[src/rtl/fp_pkg.sv]
// Shared floating-point definitions: rounding modes, fflags layout and
// width-parametrised constant encodings (returned in 64 bits, caller slices).
package fp_pkg;

  typedef enum logic [2:0] {
    RM_RNE = 3'b000,
    RM_RTZ = 3'b001,
    RM_RDN = 3'b010,
    RM_RUP = 3'b011,
    RM_RMM = 3'b100
  } rm_e;

  typedef struct packed {
    logic nv;
    logic dz;
    logic of;
    logic uf;
    logic nx;
  } fflags_t;

  localparam int FLAG_NV = 4;
  localparam int FLAG_DZ = 3;
  localparam int FLAG_OF = 2;
  localparam int FLAG_UF = 1;
  localparam int FLAG_NX = 0;

  // Result category chosen before the mantissa add.
  typedef enum logic [2:0] {
    SEL_ROUND,
    SEL_NAN,
    SEL_INF,
    SEL_ZERO,
    SEL_TINY,
    SEL_OVF
  } sel_e;

  function automatic logic [63:0] pos_inf(input int ew, input int mw);
    return ((64'd1 << ew) - 64'd1) << mw;
  endfunction

  function automatic logic [63:0] canon_nan(input int ew, input int mw);
    return pos_inf(ew, mw) | (64'd1 << (mw - 1));
  endfunction

  function automatic logic [63:0] max_finite(input int ew, input int mw);
    return (((64'd1 << ew) - 64'd2) << mw) | ((64'd1 << mw) - 64'd1);
  endfunction

endpackage

[src/rtl/fp_round_decide.sv]
// Round-increment decision from rounding mode, sign and guard/round/sticky.
module fp_round_decide
  import fp_pkg::*;
(
  input  logic [2:0] i_rm,
  input  logic       i_sign,
  input  logic [2:0] i_grs,
  input  logic       i_lsb,
  output logic       o_inc,
  output logic       o_nx
);

  logic w_g, w_rs;

  assign w_g  = i_grs[2];
  assign w_rs = i_grs[1] | i_grs[0];
  assign o_nx = |i_grs;

  always_comb begin
    o_inc = 1'b0;
    case (rm_e'(i_rm))
      RM_RNE:  o_inc = w_g & (w_rs | i_lsb);
      RM_RTZ:  o_inc = 1'b0;
      RM_RDN:  o_inc = i_sign & o_nx;
      RM_RUP:  o_inc = !i_sign & o_nx;
      RM_RMM:  o_inc = w_g;
      default: o_inc = 1'b0;
    endcase
  end

endmodule

[src/rtl/fp_round_pipe.sv]
// Pipelined IEEE-754 round/pack stage with valid/ready handshake and flush.
// STAGES=2 splits decide/special-select from add/overflow/pack.
module fp_round_pipe
  import fp_pkg::*;
#(
  parameter int EXP_W  = 8,
  parameter int MAN_W  = 23,
  parameter int STAGES = 2
) (
  input  logic                   clk,
  input  logic                   reset_n,
  input  logic                   in_valid,
  output logic                   in_ready,
  input  logic                   in_flush,
  input  logic                   in_sign,
  input  logic [EXP_W:0]         in_exp,
  input  logic [MAN_W-1:0]       in_man,
  input  logic [2:0]             in_grs,
  input  logic [2:0]             in_rm,
  input  logic                   in_nan,
  input  logic                   in_nv,
  input  logic                   in_inf,
  input  logic                   in_tiny,
  output logic                   out_valid,
  input  logic                   out_ready,
  output logic [EXP_W+MAN_W:0]   out_result,
  output logic [4:0]             out_fflags
);

  localparam int W = 1 + EXP_W + MAN_W;
  localparam logic [63:0]    NAN64  = canon_nan(EXP_W, MAN_W);
  localparam logic [63:0]    INF64  = pos_inf(EXP_W, MAN_W);
  localparam logic [63:0]    MAXF64 = max_finite(EXP_W, MAN_W);
  localparam logic [W-2:0]   NAN_EM  = NAN64[W-2:0];
  localparam logic [W-2:0]   INF_EM  = INF64[W-2:0];
  localparam logic [W-2:0]   MAXF_EM = MAXF64[W-2:0];
  localparam logic [EXP_W:0] MAXE    = {1'b0, {EXP_W{1'b1}}};

  typedef struct packed {
    logic             sign;
    logic [EXP_W:0]   exp;
    logic [MAN_W-1:0] man;
    logic             inc;
    logic             nx;
    logic             nv;
    rm_e              rm;
    sel_e             sel;
  } mid_t;

  logic              w_inc, w_nx, w_acc, w_to_inf, w_ovf;
  logic [STAGES:1]   r_vld_pipe, w_adv;
  logic [STAGES-1:0] w_chain;
  mid_t              w_dec, w_mid;
  logic [MAN_W:0]    w_sum;
  logic [EXP_W:0]    w_exp_r;
  logic [W-1:0]      w_res, r_res;
  logic [4:0]        w_flags;
  fflags_t           r_flags;

  fp_round_decide u_decide (
    .i_rm   (in_rm),
    .i_sign (in_sign),
    .i_grs  (in_grs),
    .i_lsb  (in_man[0]),
    .o_inc  (w_inc),
    .o_nx   (w_nx)
  );

  // Handshake: a stage loads when empty or when the stage after it moves.
  assign w_adv[STAGES] = !r_vld_pipe[STAGES] || out_ready;
  for (genvar k = 1; k < STAGES; k++) begin : g_adv
    assign w_adv[k] = !r_vld_pipe[k] || w_adv[k+1];
  end
  assign in_ready  = w_adv[1] && !in_flush;
  assign w_acc     = in_valid && in_ready;
  assign out_valid = r_vld_pipe[STAGES];

  always_comb begin
    w_dec      = '0;
    w_dec.sign = in_sign;
    w_dec.exp  = in_exp;
    w_dec.man  = in_man;
    w_dec.inc  = w_inc;
    w_dec.nx   = w_nx;
    w_dec.rm   = rm_e'(in_rm);
    w_dec.sel  = SEL_ROUND;
    if (in_rm > 3'b100) begin
      w_dec.sel = SEL_NAN;
      w_dec.nv  = 1'b1;
    end else if (in_nan) begin
      w_dec.sel = SEL_NAN;
      w_dec.nv  = in_nv;
    end else if (in_inf)                                     w_dec.sel = SEL_INF;
    else if (in_exp == '0 && in_man == '0 && in_grs == '0)   w_dec.sel = SEL_ZERO;
    else if (in_tiny)                                        w_dec.sel = SEL_TINY;
    else if (in_exp >= MAXE)                                 w_dec.sel = SEL_OVF;
  end

  if (STAGES == 2) begin : g_two
    mid_t r_s1;
    always_ff @(posedge clk or negedge reset_n) begin
      if (!reset_n)   r_s1 <= '0;
      else if (w_acc) r_s1 <= w_dec;
    end
    assign w_mid   = r_s1;
    assign w_chain = {r_vld_pipe[1], w_acc};
  end else begin : g_one
    assign w_mid   = w_dec;
    assign w_chain = w_acc;
  end

  // Carry out of the mantissa leaves man'=0 and bumps the exponent.
  always_comb begin
    w_sum    = {1'b0, w_mid.man} + {{MAN_W{1'b0}}, w_mid.inc};
    w_exp_r  = w_mid.exp + {{EXP_W{1'b0}}, w_sum[MAN_W]};
    w_ovf    = (w_mid.sel == SEL_OVF) || (w_mid.sel == SEL_ROUND && w_exp_r == MAXE);
    w_to_inf = 1'b1;
    case (w_mid.rm)
      RM_RTZ:  w_to_inf = 1'b0;
      RM_RDN:  w_to_inf = w_mid.sign;
      RM_RUP:  w_to_inf = !w_mid.sign;
      default: w_to_inf = 1'b1;
    endcase
    w_res   = '0;
    w_flags = '0;
    case (w_mid.sel)
      SEL_NAN: begin
        w_res            = {1'b0, NAN_EM};
        w_flags[FLAG_NV] = w_mid.nv;
      end
      SEL_INF:  w_res = {w_mid.sign, INF_EM};
      SEL_ZERO: w_res = {w_mid.sign, {(W-1){1'b0}}};
      SEL_TINY: begin
        w_res            = {w_mid.sign, {(W-1){1'b0}}};
        w_flags[FLAG_UF] = 1'b1;
        w_flags[FLAG_NX] = 1'b1;
      end
      default: begin
        if (w_ovf) begin
          w_res            = {w_mid.sign, w_to_inf ? INF_EM : MAXF_EM};
          w_flags[FLAG_OF] = 1'b1;
          w_flags[FLAG_NX] = 1'b1;
        end else begin
          w_res            = {w_mid.sign, w_exp_r[EXP_W-1:0], w_sum[MAN_W-1:0]};
          w_flags[FLAG_NX] = w_mid.nx;
        end
      end
    endcase
  end

  // Flush wins over any advance in the same cycle.
  always_ff @(posedge clk or negedge reset_n) begin
    if (!reset_n)      r_vld_pipe <= '0;
    else if (in_flush) r_vld_pipe <= '0;
    else begin
      for (int k = 1; k <= STAGES; k++)
        if (w_adv[k]) r_vld_pipe[k] <= w_chain[k-1];
    end
  end

  always_ff @(posedge clk or negedge reset_n) begin
    if (!reset_n) begin
      r_res   <= '0;
      r_flags <= '0;
    end else if (w_adv[STAGES] && w_chain[STAGES-1]) begin
      r_res   <= w_res;
      r_flags <= fflags_t'(w_flags);
    end
  end

  assign out_result = r_res;
  assign out_fflags = r_flags;

endmodule
[config.mk]
export PLATFORM = sky130hd
export DESIGN_NAME = fp_round_pipe
export DESIGN_NICKNAME = d
export VERILOG_FILES = /design/src/rtl/fp_pkg.sv /design/src/rtl/fp_round_decide.sv /design/src/rtl/fp_round_pipe.sv
export SDC_FILE = /design/constraint.sdc
export NUM_CORES = 1
export LEC_CHECK = 0
export CAP_MARGIN = 10
export CORE_UTILIZATION = 40
export CTS_CLUSTER_DIAMETER = 60
export CTS_CLUSTER_SIZE = 40
export DETAILED_ROUTE_END_ITERATION = 8
export PLACE_DENSITY = 0.62
export SLEW_MARGIN = 5
export SYNTH_ARGS = -nofsm -noshare
export SYNTH_HDL_FRONTEND = slang
export SYNTH_HIERARCHICAL = 1
export SYNTH_SLANG_ARGS = --single-unit
export TNS_END_PERCENT = 10
[constraint.sdc]
create_clock -name clk -period 4.5 [get_ports clk]
set_clock_uncertainty 0.1 [all_clocks]
set_input_delay 0.45 -clock clk [delete_from_list [all_inputs] [get_ports clk]]
set_output_delay 0.45 -clock clk [all_outputs]
set_load 0.02 [all_outputs]
==> results of run 1 <==
==> flip-flops by register name, indices dropped and copies added, names as in the netlist <==
name	count
g_two.r_s1	42
out_result	32
out_fflags	4
r_vld_pipe	2
==> worst max-delay path, delay by kind of cell (launching register included) <==
family,cells,cell delay [ps]
AND/OR/NAND/NOR,8,2040
adder cells (fa/ha/maj),3,560
AO/OA/AOI/OAI,1,550
flip-flops,1,360
XOR/XNOR,1,170
==> layout make-up <==
cell class,count,area share
tap,133,0.0317
sequential,80,0.382
clock inverter,6,0.0172
multi-input combinational,272,0.376
clock buffer,9,0.0236
timing repair buffer,88,0.166
inverter,5,0.00358
==> stage by stage <==
stage	setup WS (ps)	cells	hold WS (ps)	power [uW]
3_5_place_dp	375	578	373	1540
5_1_grt	329	593	255	2220
6_report	630	593	164	2110
4_1_cts	372	593	208	2130
2_1_floorplan	1200	374	54.4	1270
3_3_place_gp	555	578	366	1530
==> path summary, 6_finish.rpt <==
| kind | cells after the start | slack [ps] | endpoint | from |
|---|---|---|---|---|
| setup reg to reg | 13 | 630 | out_result[23] | g_two.r_s1[9] |
| min in group clk | 2 | 380 | out_fflags[1] | out_fflags[1] |
| max in group asynchronous | 1 | 3480 | out_result[28] | reset_n |
| hold reg to reg | 2 | 380 | out_fflags[1] | out_fflags[1] |
| hold / removal | 1 | 160 | g_two.r_s1[36] | reset_n |
| setup / recovery | 13 | 630 | out_result[23] | g_two.r_s1[9] |
==> routing by layer <==
layer | GRT usage | part of all wire | up-vias
met4 | 0.0726 | 0.018 | 0
met1 | 0.289 | 0.50 | 1563
met2 | 0.299 | 0.45 | 74
met3 | 0.0264 | 0.035 | 14
li1 | - | - | 1541
met5 | 0 | 0 | -
==> logic make-up (layout without fill, tap and decap cells) <==
group / after synthesis / count (layout) / synth area share
AOI/OAI and AO/OA: 70 / 70 / 0.134
xor gates and xnor gates: 30 / 30 / 0.0644
adders and majority gates: 5 / 5 / 0.0153
buffers and inverters: 22 / 108 / 0.0258
DFF: 80 / 80 / 0.491
muxes: 38 / 38 / 0.105
other: 1 / 1 / 0.000919
and+or+nand+nor: 128 / 128 / 0.164
==> power breakdown <==
group,switching (uW),leakage [uW],total [uW],internal (uW)
logic,266,0.00108,571,305
registers,114,0.000986,955,841
clock network,270,0.000106,582,312
total,649,0.00218,2110,1460
==> placed cells by master, fill, tap and decap left out, types with 3 or more instances in the layout <==
| master | n |
|---|---|
| clkdlybuf4s50_1 | 84 |
| dfrtp_1 | 80 |
| mux2_2 | 38 |
| nand2_1 | 35 |
| a22o_1 | 26 |
| xnor2_1 | 20 |
| nor2_1 | 17 |
| nand3_1 | 12 |
| nor3_1 | 11 |
| nor4_1 | 11 |
| nand4_1 | 10 |
| a21oi_1 | 10 |
| xor2_1 | 10 |
| clkbuf_8 | 9 |
| o21ai_0 | 8 |
| and3_1 | 6 |
| a211o_1 | 6 |
| nor2b_1 | 5 |
| inv_1 | 5 |
| ha_1 | 5 |
| or3_1 | 4 |
| buf_4 | 4 |
| and4_1 | 3 |
| a31oi_1 | 3 |
==> reports/qor.yml, run 1 <==
synth:
  yosys_warnings: 6
  synth_nets: 427
  yosys.area.top_type: "dfrtp_1"
  synth_area_um2: 4080
  yosysSeqAreaShare: 0.491
  syn-mean-instance-area_um2: 10.9
  yosys-top-cells-area: "dfrtp_1 (49%), mux2_2 (10%), a22o_1 (5.6%)"
  yosysMostFrequentCell: "dfrtp_1"
  synthArstFlopShare: 1.00
  synth_top_area_share: 0.491
  ys_types: 52
  synth_enable_flop_cells: 0
  ys_ff_latch: 80
  syn_inst: 374
  synthTopCellsByCount: "dfrtp_1 (80), mux2_2 (38), nand2_1 (35)"
  synthFlopType: "dfrtp_1"
grt:
  grt_first_pass_wirelength_um: 15800
  grt_pass1_vias: 3106
  grt_usage: 0.198
  grt_max_degree: 81
  overflow: 0
  antenna_found_initial: 0
detailed_routing:
  drt_pass1_iterations: 4
  wl_per_cell_um: 16.2
  viasPerCell: 5.38
  drt_iter0_markers: 113
  vias: 3192
  wirelength_um: 9620
  drcViolationCount: 0
  antenna_left: 0
clock_network:
  root_buffer: "clkbuf_8"
  clk-insertion-delay-late_ps: 350
  cts.repair.resized: 0
  cts_max_path_buffers: 2
  numCtsBuffers: 9
  holdBufCountCts: 0
  clkSlewWorstSetupHoldPaths_ps: 90
  htree_levels: 3
  cts_sinks: 80
  cts_tree: "yes"
  postCtsSetupBuffers: 0
floorplanning:
  pin_count: 87
  initial_core_util: 0.416
  rows: 36
  core_um2: 9820
  die-area_um2: 10600
  dieHeight_um: 103
  die-width_um: 103
run:
  maxCapViolCount: 0
timing:
  period_minus_slack_ps: 3870
  fin_crit_sh: 0.860
  worst_pin_slew_ps: 1010
  grt_setup_unrepaired: "false"
  slew_headroom: 0.325
  setup-tns-final_ps: 0
  finalHoldViolCount: 0
  fmax_ghz: 0.258
  setup_violations: 0
  drv_slew: 0
layout:
  finalInstanceArea_um2: 5250
  final_util: 0.534
  nets: 509
  seqCellArea_um2: 2000
  synthToLayoutAreaGrowth_pct: 28.6
  multi_input_area_um2: 1970
  drive_gt1_frac: 0.141
  diodes: 0
  fill_cells: 929
placement:
  place.detailed.hpwl_um: 7220
  placed_area_um2: 5030
  routabilityCongestion: 0.871
  io_buffers: 85
worst_setup_path:
  cpPeakStageDelay_ps: 550
  cp_slowest_cell: "o31a_2"
  critPathMaxFanout: 26
  critPathKind: "flop to flop"
  crit_top_cell: "ha_1"
  endpoint_kind: "flop"
  cp-start-kind: "flop"
  crit_chain: "ha_1 -> and3_1 -> nand4_1 -> nor3_1 -> and3_1 -> ha_1 -> ha_1 -> nand3_1 -> xor2_1 -> or3_1 -> o31a_2 -> or3_1 -> nand3_1"
  required_ps: 4680
  critical_path_arrival_ps: 4050
power_and_ir_drop:
  p_per_area_nw_per_um2: 402
  p_leak_uw: 0.00218
  peakVddDrop_v: 0.000144
status:
  status: "finished, final reports clean"
hold_path:
  worstHoldPathType: "input port to asynchronous set/reset pin"
Note: power is estimated with default switching activity, not from simulation.
==> run 2: changes to the inputs <==
--- a/config.mk
+++ b/config.mk
@@ -7,7 +7,6 @@
 export LEC_CHECK = 0
 export CAP_MARGIN = 10
 export CORE_UTILIZATION = 40
-export CTS_CLUSTER_DIAMETER = 60
 export CTS_CLUSTER_SIZE = 40
 export DETAILED_ROUTE_END_ITERATION = 8
 export PLACE_DENSITY = 0.62
==> constraint.sdc (replaced) <==
create_clock -name clk -period 4.5 [get_ports clk]
set_clock_uncertainty 0.1 [all_clocks]
set_input_delay 0.45 -clock clk [delete_from_list [all_inputs] [get_ports clk]]
set_output_delay 0.45 -clock clk [all_outputs]
set_load 0.05 [all_outputs]
==> results of run 2 <==
Same layout as run 1 (identical final DEF). Status: finished, final reports clean.
Among the figures that moved: total power 2110 uW -> 2270 uW; worst IR drop on VDD 0.000144 V -> 0.000154 V
